## config.mk

```make
export PLATFORM = sky130hd
export DESIGN_NAME = left_shift_pipe
export DESIGN_NICKNAME = d
export VERILOG_FILES = /design/src/rtl/left_shift_pipe.sv
export SDC_FILE = /design/constraint.sdc
export NUM_CORES = 1
export LEC_CHECK = 0
export ABC_AREA = 0
export CAP_MARGIN = 20
export CELL_PAD_IN_SITES_DETAIL_PLACEMENT = 1
export CELL_PAD_IN_SITES_GLOBAL_PLACEMENT = 1
export CORE_AREA = 10 10 158 160
export CTS_CLUSTER_DIAMETER = 200
export DETAILED_ROUTE_END_ITERATION = 6
export DIE_AREA = 0 0 168 170
export PLACE_DENSITY = 0.93
export SLEW_MARGIN = 20
export SYNTH_ARGS = -nofsm -noshare
export SYNTH_HDL_FRONTEND = slang
export SYNTH_SLANG_ARGS = --single-unit
```

## constraint.sdc

```tcl
create_clock -name clk -period 4.31 [get_ports clk]
set_input_delay 0.6465 -clock clk [delete_from_list [all_inputs] [get_ports clk]]
set_output_delay 0.6465 -clock clk [all_outputs]
set_load 0.005 [all_outputs]
```

## src/rtl/left_shift_pipe.sv

```systemverilog
// Pipelined barrel shifter: SLL / SRL / SRA (and ROL when LEFT_SHIFT_PIPE_ROTATE_EN is defined).
// L = log2(N) register stages; stage k shifts by 2^k when amount bit k is set.
// A single global advance (out_ready | ~out_valid) moves the whole pipeline, bubbles included.
// Without LEFT_SHIFT_PIPE_ROTATE_EN, mode 11 is folded into SLL at the input and no rotate
// logic exists.
module left_shift_pipe #(
  parameter int unsigned N = 32,
  parameter int unsigned L = $clog2(N)
) (
  input  logic         clk,
  input  logic         rst_n,
  input  logic         in_valid,
  output logic         in_ready,
  input  logic [1:0]   mode,
  input  logic [N-1:0] input1,
  input  logic [N-1:0] input2,
  output logic         out_valid,
  input  logic         out_ready,
  output logic [N-1:0] answer,
  output logic         big
);

  localparam logic [1:0] ModeSll = 2'b00;
  localparam logic [1:0] ModeSrl = 2'b01;
  localparam logic [1:0] ModeSra = 2'b10;
  localparam logic [1:0] ModeRol = 2'b11;

  logic [N-1:0] data_q [L];
  logic [N-1:0] data_d [L];
  logic [1:0]   mode_q [L];
  logic [1:0]   mode_d [L];
  logic [L-1:0] amt_q  [L];
  logic [L-1:0] amt_d  [L];
  logic [L-1:0] valid_q, valid_d;
  logic [L-1:0] big_q, big_d;

  logic         advance;
  logic         big_in;
  logic [1:0]   mode_eff;
  logic [N-1:0] data_pre;
  logic         unused_stage;

  // One barrel level: shift d by s according to the operation.
  function automatic logic [N-1:0] shift_by(input logic [N-1:0] d, input logic [1:0] m,
                                            input int unsigned s);
    logic [N-1:0] r;
    case (m)
      ModeSrl: r = d >> s;
      ModeSra: r = N'($signed(d) >>> s);
`ifdef LEFT_SHIFT_PIPE_ROTATE_EN
      ModeRol: r = (d << s) | (d >> (N - s));
`endif
      default: r = d << s;
    endcase
    return r;
  endfunction

  assign advance   = out_ready | ~out_valid;
  assign in_ready  = advance;
  assign out_valid = valid_q[L-1];
  assign answer    = data_q[L-1];
  assign big       = big_q[L-1];

  // Input conditioning: detect amount >= N and pre-load the saturated result so later levels
  // only ever shift zeros or sign copies into it.
  always_comb begin
    big_in   = |(input1 >> L);
    mode_eff = mode;
`ifndef LEFT_SHIFT_PIPE_ROTATE_EN
    if (mode == ModeRol) mode_eff = ModeSll;
`endif
    data_pre = input2;
    if (big_in) begin
      case (mode_eff)
        ModeSll, ModeSrl: data_pre = '0;
        ModeSra:          data_pre = {N{input2[N-1]}};
        default:          data_pre = input2;
      endcase
    end
  end

  // Next-state of every stage; stage 0 fed from the conditioned input.
  always_comb begin
    valid_d[0] = in_valid;
    mode_d[0]  = mode_eff;
    amt_d[0]   = input1[L-1:0];
    big_d[0]   = big_in;
    data_d[0]  = input1[0] ? shift_by(data_pre, mode_eff, 1) : data_pre;
    for (int unsigned k = 1; k < L; k++) begin
      valid_d[k] = valid_q[k-1];
      mode_d[k]  = mode_q[k-1];
      amt_d[k]   = amt_q[k-1];
      big_d[k]   = big_q[k-1];
      data_d[k]  = amt_q[k-1][k] ? shift_by(data_q[k-1], mode_q[k-1], 32'd1 << k)
                                 : data_q[k-1];
    end
  end

  // Amount bits already consumed and the last stage's mode/amount are never read.
  always_comb begin
    unused_stage = 1'b0;
    for (int unsigned k = 0; k < L; k++) begin
      unused_stage = unused_stage ^ (^amt_q[k]) ^ (^mode_q[k]);
    end
  end

  // Pipeline registers; the whole pipe freezes when advance is low.
  always_ff @(posedge clk or negedge rst_n) begin
    if (!rst_n) begin
      valid_q <= '0;
      big_q   <= '0;
      for (int unsigned k = 0; k < L; k++) begin
        data_q[k] <= '0;
        mode_q[k] <= ModeSll;
        amt_q[k]  <= '0;
      end
    end else if (advance) begin
      valid_q <= valid_d;
      big_q   <= big_d;
      for (int unsigned k = 0; k < L; k++) begin
        data_q[k] <= data_d[k];
        mode_q[k] <= mode_d[k];
        amt_q[k]  <= amt_d[k];
      end
    end
  end

endmodule
```

==> impl_metrics.yaml, run 1 <==
worst_setup_path:
  arrival_ns: 3.29
  path_buf_inv: 1
  worstSetupStartpointType: "flop"
  worstSetupPathType: "flop to flop"
  critPathMaxFanout: 31
  critPathTopFamily: "simple AND/OR/NAND/NOR gates"
  cp_slowest_cell: "nor2_2"
  crit_chain: "inv_1 > ha_1 > nor2_2 > a22oi_1 > a211oi_1 > a21o_1"
  crit_required_ns: 4.68
  setup.worst_path.end_class: "flop"
  slowest_delay_ns: 1.00
yosys:
  yosys_warnings: 0
  synth_seq_cells: 188
  synth_top_area_share: 0.456
  synthFlopType: "dfrtp_1"
  ys_top_cells_by_area: "dfrtp_1 46%, a22oi_1 7.0%, nand2_1 5.5%, a211oi_1 5.3%, a21o_1 5.0%"
  syn_nets: 1219
  yosysSeqAreaShare: 0.456
  yosysMostFrequentCell: "dfrtp_1"
  yosysTopAreaCell: "dfrtp_1"
  synth_common_cells: "188 x dfrtp_1, 152 x nand2_1, 125 x nor2_1"
  yosysUniqueCellTypes: 49
  async_flop_share: 1.00
  syn_inst: 1139
  avgSynthCellArea_um2: 9.05
  syn-cell-area_um2: 10300
  synth_edf_count: 0
floorplanning:
  initial_core_util: 0.475
  die_w_um: 168
  fp.coreArea_um2: 21700
  dieHeight_um: 170
  die-area_um2: 28600
  io_pins: 105
  num_rows: 54
run_status:
  status: "finished clean"
sta:
  worst_pin_slew_ns: 1.12
  maxSlewViolCount: 0
  hold_viol_final: 0
  finalSetupTns_ns: 0
  max_freq_mhz: 342
  min_period_ns: 2.92
  finalClockSkew_ns: 0.0119
  slew_headroom: 0.251
  fin_ws_ns: 1.39
  finalCritPeriodShare: 0.678
  finalSetupViolations: 0
  holdWs_ns: 0.312
  grt_setup_unrepaired: "false"
route:
  wl_mm: 28.4
  detail_route.wl_per_cell_um: 19.9
  drt-initial-drc-count: 690
  drc: 0
  ant_nets: 0
  vias_per_cell: 6.19
  first_pass_iters: 7
  num_vias: 8850
finish:
  fin_area_um2: 11800
  antenna_cells: 0
  fin_util: 0.544
  nets: 1217
  area_delta_synth_final_pct: 14.5
  drive_gt1_frac: 0.0688
  fin_cells: 1429
placement:
  place_ws_ns: 1.32
  io_buffers: 104
  dp_cells: 1398
  dp_hpwl_mm: 19.3
  post_dp_cell_area_um2: 11200
  finalWeightedCongestion: 0.806
clock_network:
  cts_sinks: 188
  cts_root_buf: "clkbuf_16"
  cts_hold_buf: 0
  cts_tree: "yes"
  cts-buffers-inserted: 17
  clockBufferDepth: 2
  clk_latency_ns: 0.45
  postCtsSetupBuffers: 0
  cts-htree-levels: 4
  ctsResizeCount: 0
  clkSlewWorstSetupHoldPaths_ns: 0.07
flow_run:
  maxCapViolations: 0
power:
  leakagePower_nw: 5.04
  p_total_mw: 8.65
  p_per_area_nw_per_um2: 733
  ir_worst_vdd_v: 0.000441
global_routing:
  grt_pass1_wl_mm: 47.2
  grt_pass1_vias: 9060
  grt-ovfl-total: 0
  grtUsageTotal: 0.196
  antenna_found_initial: 0
  grt_max_degree: 259
min_path:
  hold_path_class: "input port to async pin"
## worst paths after layout
| check | from | to | cells past startpoint | slack [ns] |
|---|---|---|---|---|
| worst min-delay path | rst_n | data_q[43] | 1 | 0.31 |
| max in group asynchronous | rst_n | answer[21] | 2 | 3.13 |
| worst max-delay path | mode_d[4] | data_q[91] | 6 | 1.39 |
| min in group clk | valid_q[3] | valid_q[3] | 2 | 0.46 |
| worst min register to register | valid_q[3] | valid_q[3] | 2 | 0.46 |
| worst max register to register | mode_d[4] | data_q[91] | 6 | 1.39 |
## report_power, final
part	leakage [nW]	internal [mW]	switching (mW)	total, mW
combinational	2.41	1.58	1.98	3.56
sequential	2.32	2.54	0.842	3.38
clock	0.310	1.01	0.700	1.71
total	5.04	5.13	3.52	8.65
## cells by family after synthesis
logic type      synth area share
simple gates               0.147
flops                      0.456
buf+inv                   0.0760
fa+ha+maj                 0.0121
compound gates             0.309
## registers in the layout (all words and copies together), names as in the netlist
register	cells
amt_d	10
answer	32
big_q	5
data_q	128
mode_d	8
valid_q	5
## routing by layer
metal  up-vias  GRT usage  part of all wire  routed length, µm
li1       4151          -                 -                  -
met1      4404      0.249              0.44              12400
met2       264      0.329              0.50              14300
met3        31     0.0364             0.047               1330
met4         0     0.0640             0.016                443
met5         -          0                 0                  0
## area by class of cell
type	count	area [µm²]
Multi-Input combinational cell	791	4840
Clock buffer	19	453
Timing Repair Buffer	121	1190
Inverter	18	68.8
Clock inverter	12	185
Tap cell	280	350
Sequential cell	188	4710
Fill cell	2462	9890
## cells in the final DEF, fill, tap and decap left out, drive strengths merged, types with 2 or more instances in the layout
master	synthesis	final
o21ai	57	57
nor4	6	6
clkbuf	74	19
a32oi	4	4
nor2	126	126
nor2b	15	15
a211oi	75	75
o31ai	14	14
and3b	2	2
a221oi	45	45
nand3	30	30
a22oi	96	96
nand2	152	152
bufinv	0	4
ha	10	10
a31oi	16	16
buf	68	18
dfrtp	188	188
inv	17	19
clkdlybuf4s50	0	103
a21o	69	69
nor3	2	2
clkinv	1	6
o211ai	2	2
o22ai	30	30
nand4	4	4
a21oi	26	26
Power figures use the tool's default switching activity.
==> run 2: changes to the inputs <==
Settings changed: CORE_AREA 10 10 158 160 to 10 10 172 174, DIE_AREA 0 0 168 170 to 0 0 182 184, PLACE_DENSITY 0.93 to 0.83.
Clock period 4.31 ns to 2.35 ns, I/O delays scaled along.
==> run 2 against run 1 <==
Against the previous run:
- sequential power rose by 83%
- global-route usage fell by 2.3 points
- flip-flop and latch count did not move
- design area rose by 3.3%
- sequential share of layout area fell by 1.3 points
- hold slack improved by 0.066 ns
- combinational power rose by 92%
- total power rose by 83%
- count of clock-buffer cells in the layout did not move
- register-to-register slack got worse by 1.2 ns
- clock skew rose by 0.0041 ns
- largest power group unchanged
==> impl_metrics.yaml, run 2 (synthesis results as in run 1) <==
placement:
  io_buffers: 104
  dp_hpwl_mm: 20.7
  finalWeightedCongestion: 0.819
  place_ws_ns: -0.128
power:
  leakagePower_nw: 5.20
  ir_worst_vdd_v: 0.000535
  p_per_area_nw_per_um2: 1300
run_status:
  status: "finished clean"
route:
  drt-initial-drc-count: 510
  wl_mm: 29.1
  ant_nets: 0
  num_vias: 8968
  drc: 0
  vias_per_cell: 5.91
  detail_route.wl_per_cell_um: 19.2
  first_pass_iters: 6
finish:
  layout_common_cells: "187 x dfrtp_1, 152 x nand2_1, 125 x nor2_1"
  mostFrequentLayoutCell: "dfrtp_1"
  drive_gt1_frac: 0.0939
  area_delta_synth_final_pct: 18.2
  largest_register_ffs: 128
  fin_util: 0.470
  multi_input_area_um2: 4840
  fillCellCount: 2957
  nets: 1250
  antenna_cells: 0
  max_flop_register: "data_q"
  ff_latch_area_um2: 4710
flow_run:
  maxCapViolations: 0
sta:
  slew_headroom: 0.349
  grt_setup_unrepaired: "false"
  finalCritPeriodShare: 0.899
  hold_viol_final: 0
  finalSetupViolations: 0
  min_period_ns: 2.11
  fin_ws_ns: 0.237
  worst_pin_slew_ns: 0.977
  maxSlewViolCount: 0
  holdWs_ns: 0.377
  max_freq_mhz: 473
  finalClockSkew_ns: 0.0161
clock_network:
  cts_sinks: 188
  clkSlewWorstSetupHoldPaths_ns: 0.07
  cts-htree-levels: 4
  cts_tree: "yes"
  ctsResizeCount: 0
  cts-buffers-inserted: 17
  cts_root_buf: "clkbuf_16"
  clockBufferDepth: 2
  clk_latency_ns: 0.44
worst_setup_path:
  critPathMaxFanout: 13
  worstSetupPathType: "flop to flop"
  arrival_ns: 2.48
  cp_slowest_cell: "nor2_2"
  crit_chain: "inv_1 > ha_1 > nor2_2 > buf_4 > a22oi_1 > a211oi_1 > a21o_1"
  crit_required_ns: 2.71
  worstSetupStartpointType: "flop"
  slowest_delay_ns: 0.48
  setup.worst_path.end_class: "flop"
  critPathTopFamily: "compound AO/OA/AOI/OAI gates"
  path_buf_inv: 2
floorplanning:
  initial_core_util: 0.398
  dieHeight_um: 184
  die-area_um2: 33500
  io_pins: 105
  die_w_um: 182
  fp.coreArea_um2: 25900
  num_rows: 59
global_routing:
  grt_pass1_vias: 9172
  grt-ovfl-total: 0
  grt_pass1_wl_mm: 48.6
  grtUsageTotal: 0.172
  antenna_found_initial: 0
  grt_max_degree: 138
min_path:
  hold_path_class: "input port to async pin"
## run 2: per-layer routing
layer | vias up | wire length [µm] | global-route usage
li1 | 4212 | - | -
met1 | 4516 | 12800 | 0.217
met2 | 217 | 14600 | 0.292
met3 | 23 | 1410 | 0.0398
met4 | 0 | 285 | 0.0410
met5 | - | 0 | 0
## run 2: power breakdown
group / internal (mW) / leakage, nW / switching (mW)
Clock: 1.52 / 0.268 / 1.28
Sequential: 4.66 / 2.32 / 1.52
Combinational: 3.15 / 2.62 / 3.69
Total: 9.33 / 5.20 / 6.50
## run 2: worst paths after layout
path / start / to / slack [ns] / cells past startpoint
max in group asynchronous: rst_n / answer[18] / 1.22 / 3
min in group clk: input1[1] / amt_d[16] / 0.45 / 3
hold / removal: rst_n / answer[14] / 0.38 / 2
setup reg to reg: mode_d[4] / data_q[89] / 0.24 / 7
hold reg to reg: valid_q[3] / valid_q[3] / 0.46 / 2
setup / recovery: mode_d[4] / data_q[89] / 0.24 / 7
## run 2: final cells by class
cell class,count,share of cell area
sequential,188,0.386
inverter,18,0.00565
timing repair buffer,154,0.130
tap,335,0.0344
clock inverter,12,0.00934
clock buffer,19,0.0372
multi-input combinational,791,0.397
## run 2: repair_timing
| action | CTS | global route |
|---|---|---|
| setup buffers | 0 | 0 |
| hold buffers | 1 | 0 |
| endpoints found under the setup margin | 0 | 0 |
| endpoints found under the hold margin | 34 | 0 |
## run 2: metrics by stage
step / power, mW / std cells / setup TNS [ns] / instance area [µm²]
6_report: 15.8 / 1517 / 0 / 12200
4_1_cts: 15.9 / 1517 / 0 / 12200
2_1_floorplan: 10.7 / 1139 / 0 / 10300
5_1_grt: 17.1 / 1517 / 0 / 12200
3_3_place_gp: 12.6 / 1485 / 0 / 11600
3_5_place_dp: 13.1 / 1485 / -1.90 / 11600
==> run 3: changes to the inputs <==
Settings changed: CELL_PAD_IN_SITES_DETAIL_PLACEMENT 1 to 0.
==> run 3 against run 2 <==
Against the previous run:
- wire length down 10%
- setup slack better by 0.074 ns
- non-clock buffer count unchanged
- highest routed layer unchanged
==> impl_metrics.yaml, run 3 (synthesis results as in run 1) <==
floorplanning:
  dieHeight_um: 184
  die_w_um: 182
  fp.coreArea_um2: 25900
  die-area_um2: 33500
  num_rows: 59
  io_pins: 105
  initial_core_util: 0.398
placement:
  dp_hpwl_mm: 18.3
  io_buffers: 104
  post_dp_cell_area_um2: 11600
  place_ws_ns: -0.0167
  finalWeightedCongestion: 0.819
  dp_cells: 1485
worst_setup_path:
  path_buf_inv: 2
  worstSetupStartpointType: "flop"
  rr_startpoint: "mode_d[4]"
  reg2reg_slack_ns: 0.31
  crit_chain: "inv_1 > ha_1 > nor2_2 > buf_4 > a22oi_1 > a211oi_1 > a21o_1"
  startpoint: "mode_d[4]"
  r2r_end: "data_q[89]"
  crit_path_end: "data_q[89]"
  critPathMaxFanout: 13
  cp_num_cells: 7
  arrival_ns: 2.41
  slowest_delay_ns: 0.45
  r2r_cells: 7
  crit_required_ns: 2.72
  setup.worst_path.end_class: "flop"
  worstSetupPathType: "flop to flop"
  critPathTopFamily: "compound AO/OA/AOI/OAI gates"
  cp_slowest_cell: "nor2_2"
sta:
  max_freq_mhz: 490
  min_period_ns: 2.04
  slew_headroom: 0.365
  finalClockSkew_ns: 0.0147
  finalSetupTns_ns: 0
  finalSetupViolations: 0
  hold_viol_final: 0
  finalCritPeriodShare: 0.868
  grt_setup_unrepaired: "false"
  worst_pin_slew_ns: 0.953
  maxSlewViolCount: 0
  fin_ws_ns: 0.311
route:
  vias_per_cell: 5.74
  wl_mm: 26.2
  detail_route.wl_per_cell_um: 17.2
  num_vias: 8710
  drt-initial-drc-count: 874
  ant_nets: 0
  first_pass_iters: 5
  drc: 0
min_path:
  hold_path_class: "input port to async pin"
power:
  leakagePower_nw: 5.24
  ir_worst_vdd_v: 0.000578
  p_per_area_nw_per_um2: 1290
  p_sw_mw: 6.29
  pwr-share-comb: 0.420
  swShare: 0.397
  power.internal_mw: 9.54
  pwr-share-clk: 0.193
  p_seq_frac: 0.387
global_routing:
  grtUsageTotal: 0.156
  grt_pass1_vias: 8385
  grt_pass1_wl_mm: 44.3
  antenna_found_initial: 0
  grt_max_degree: 138
  grt-ovfl-total: 0
clock_network:
  cts-buffers-inserted: 17
  cts_sinks: 188
  postCtsSetupBuffers: 0
  clkSlewWorstSetupHoldPaths_ns: 0.07
  cts_tree: "yes"
  cts-htree-levels: 4
  cts_root_buf: "clkbuf_16"
  clockBufferDepth: 2
  clk_latency_ns: 0.44
flow_run:
  maxCapViolations: 0
finish:
  largest_register_ffs: 128
  mostFrequentLayoutCell: "dfrtp_1"
  drive_gt1_frac: 0.0938
  layout_common_cells: "187 x dfrtp_1, 152 x nand2_1, 125 x nor2_1"
  fin_cells: 1518
  fin_area_um2: 12200
  antenna_cells: 0
  nets: 1250
  area_delta_synth_final_pct: 18.7
  fin_util: 0.472
  max_flop_register: "data_q"
run_status:
  status: "finished clean"
## run 3: cell count changes in the layout (fill, tap and decap cells not counted), moves of 2 or more
cell	previous run	this run
bufinv_16	1	3
clkinv_4	3	1
clkinvlp_4	4	2
inv_8	0	3
## run 3: stage by stage
| stage | power, mW | hold WS (ns) |
|---|---|---|
| global placement | 12.6 | 0.273 |
| floorplan | 10.7 | 0.0569 |
| global route | 17.1 | 0.391 |
| finish | 15.8 | 0.379 |
| detailed placement | 12.8 | 0.275 |
| CTS | 15.9 | 0.376 |
## run 3: layer usage
layer  share of wire  up-vias  wire (µm)  track usage
met2            0.46      273      12100        0.243
met4           0.011        0        277       0.0404
met1            0.47     4200      12400        0.212
met5               0        -          0            0
li1                -     4220          -            -
met3           0.056       17       1460       0.0364
## run 3: final cells by class
type                            instances  area, µm²
Timing Repair Buffer                  154       1580
Sequential cell                       188       4710
Inverter                               18       68.8
Clock buffer                           19        443
Fill cell                            2496      13700
Tap cell                              335        419
Clock inverter                         13        179
Multi-Input combinational cell        791       4840
## run 3: how the worst min path moves through the flow
| stage | slack, ns | depth (start not counted) | from | endpoint |
|---|---|---|---|---|
| global placement | 0.27 | 1 | rst_n | answer[12] |
| CTS | 0.38 | 2 | rst_n | answer[12] |
| detailed placement | 0.28 | 1 | rst_n | answer[12] |
| finish | 0.38 | 2 | rst_n | answer[12] |
| floorplan | 0.06 | 0 | rst_n | amt_d[12] |
| global route | 0.39 | 2 | rst_n | answer[12] |
## run 3: power groups by stage
| stage | registers (mW) | clock network (mW) | logic (mW) |
|---|---|---|---|
| floorplan | 5.57 | 0 | 5.09 |
| global placement | 6.12 | 0 | 6.49 |
| detailed placement | 6.18 | 0 | 6.65 |
| CTS | 6.12 | 3.11 | 6.69 |
| global route | 6.36 | 3.24 | 7.49 |
| finish | 6.13 | 3.06 | 6.64 |
## run 3: timing repair
item / in CTS / in global routing
hold buffers: 1 / 0
resized for setup: 0 / 0
endpoints found under the setup margin: 0 / 0
hold endpoints to repair: 34 / 0
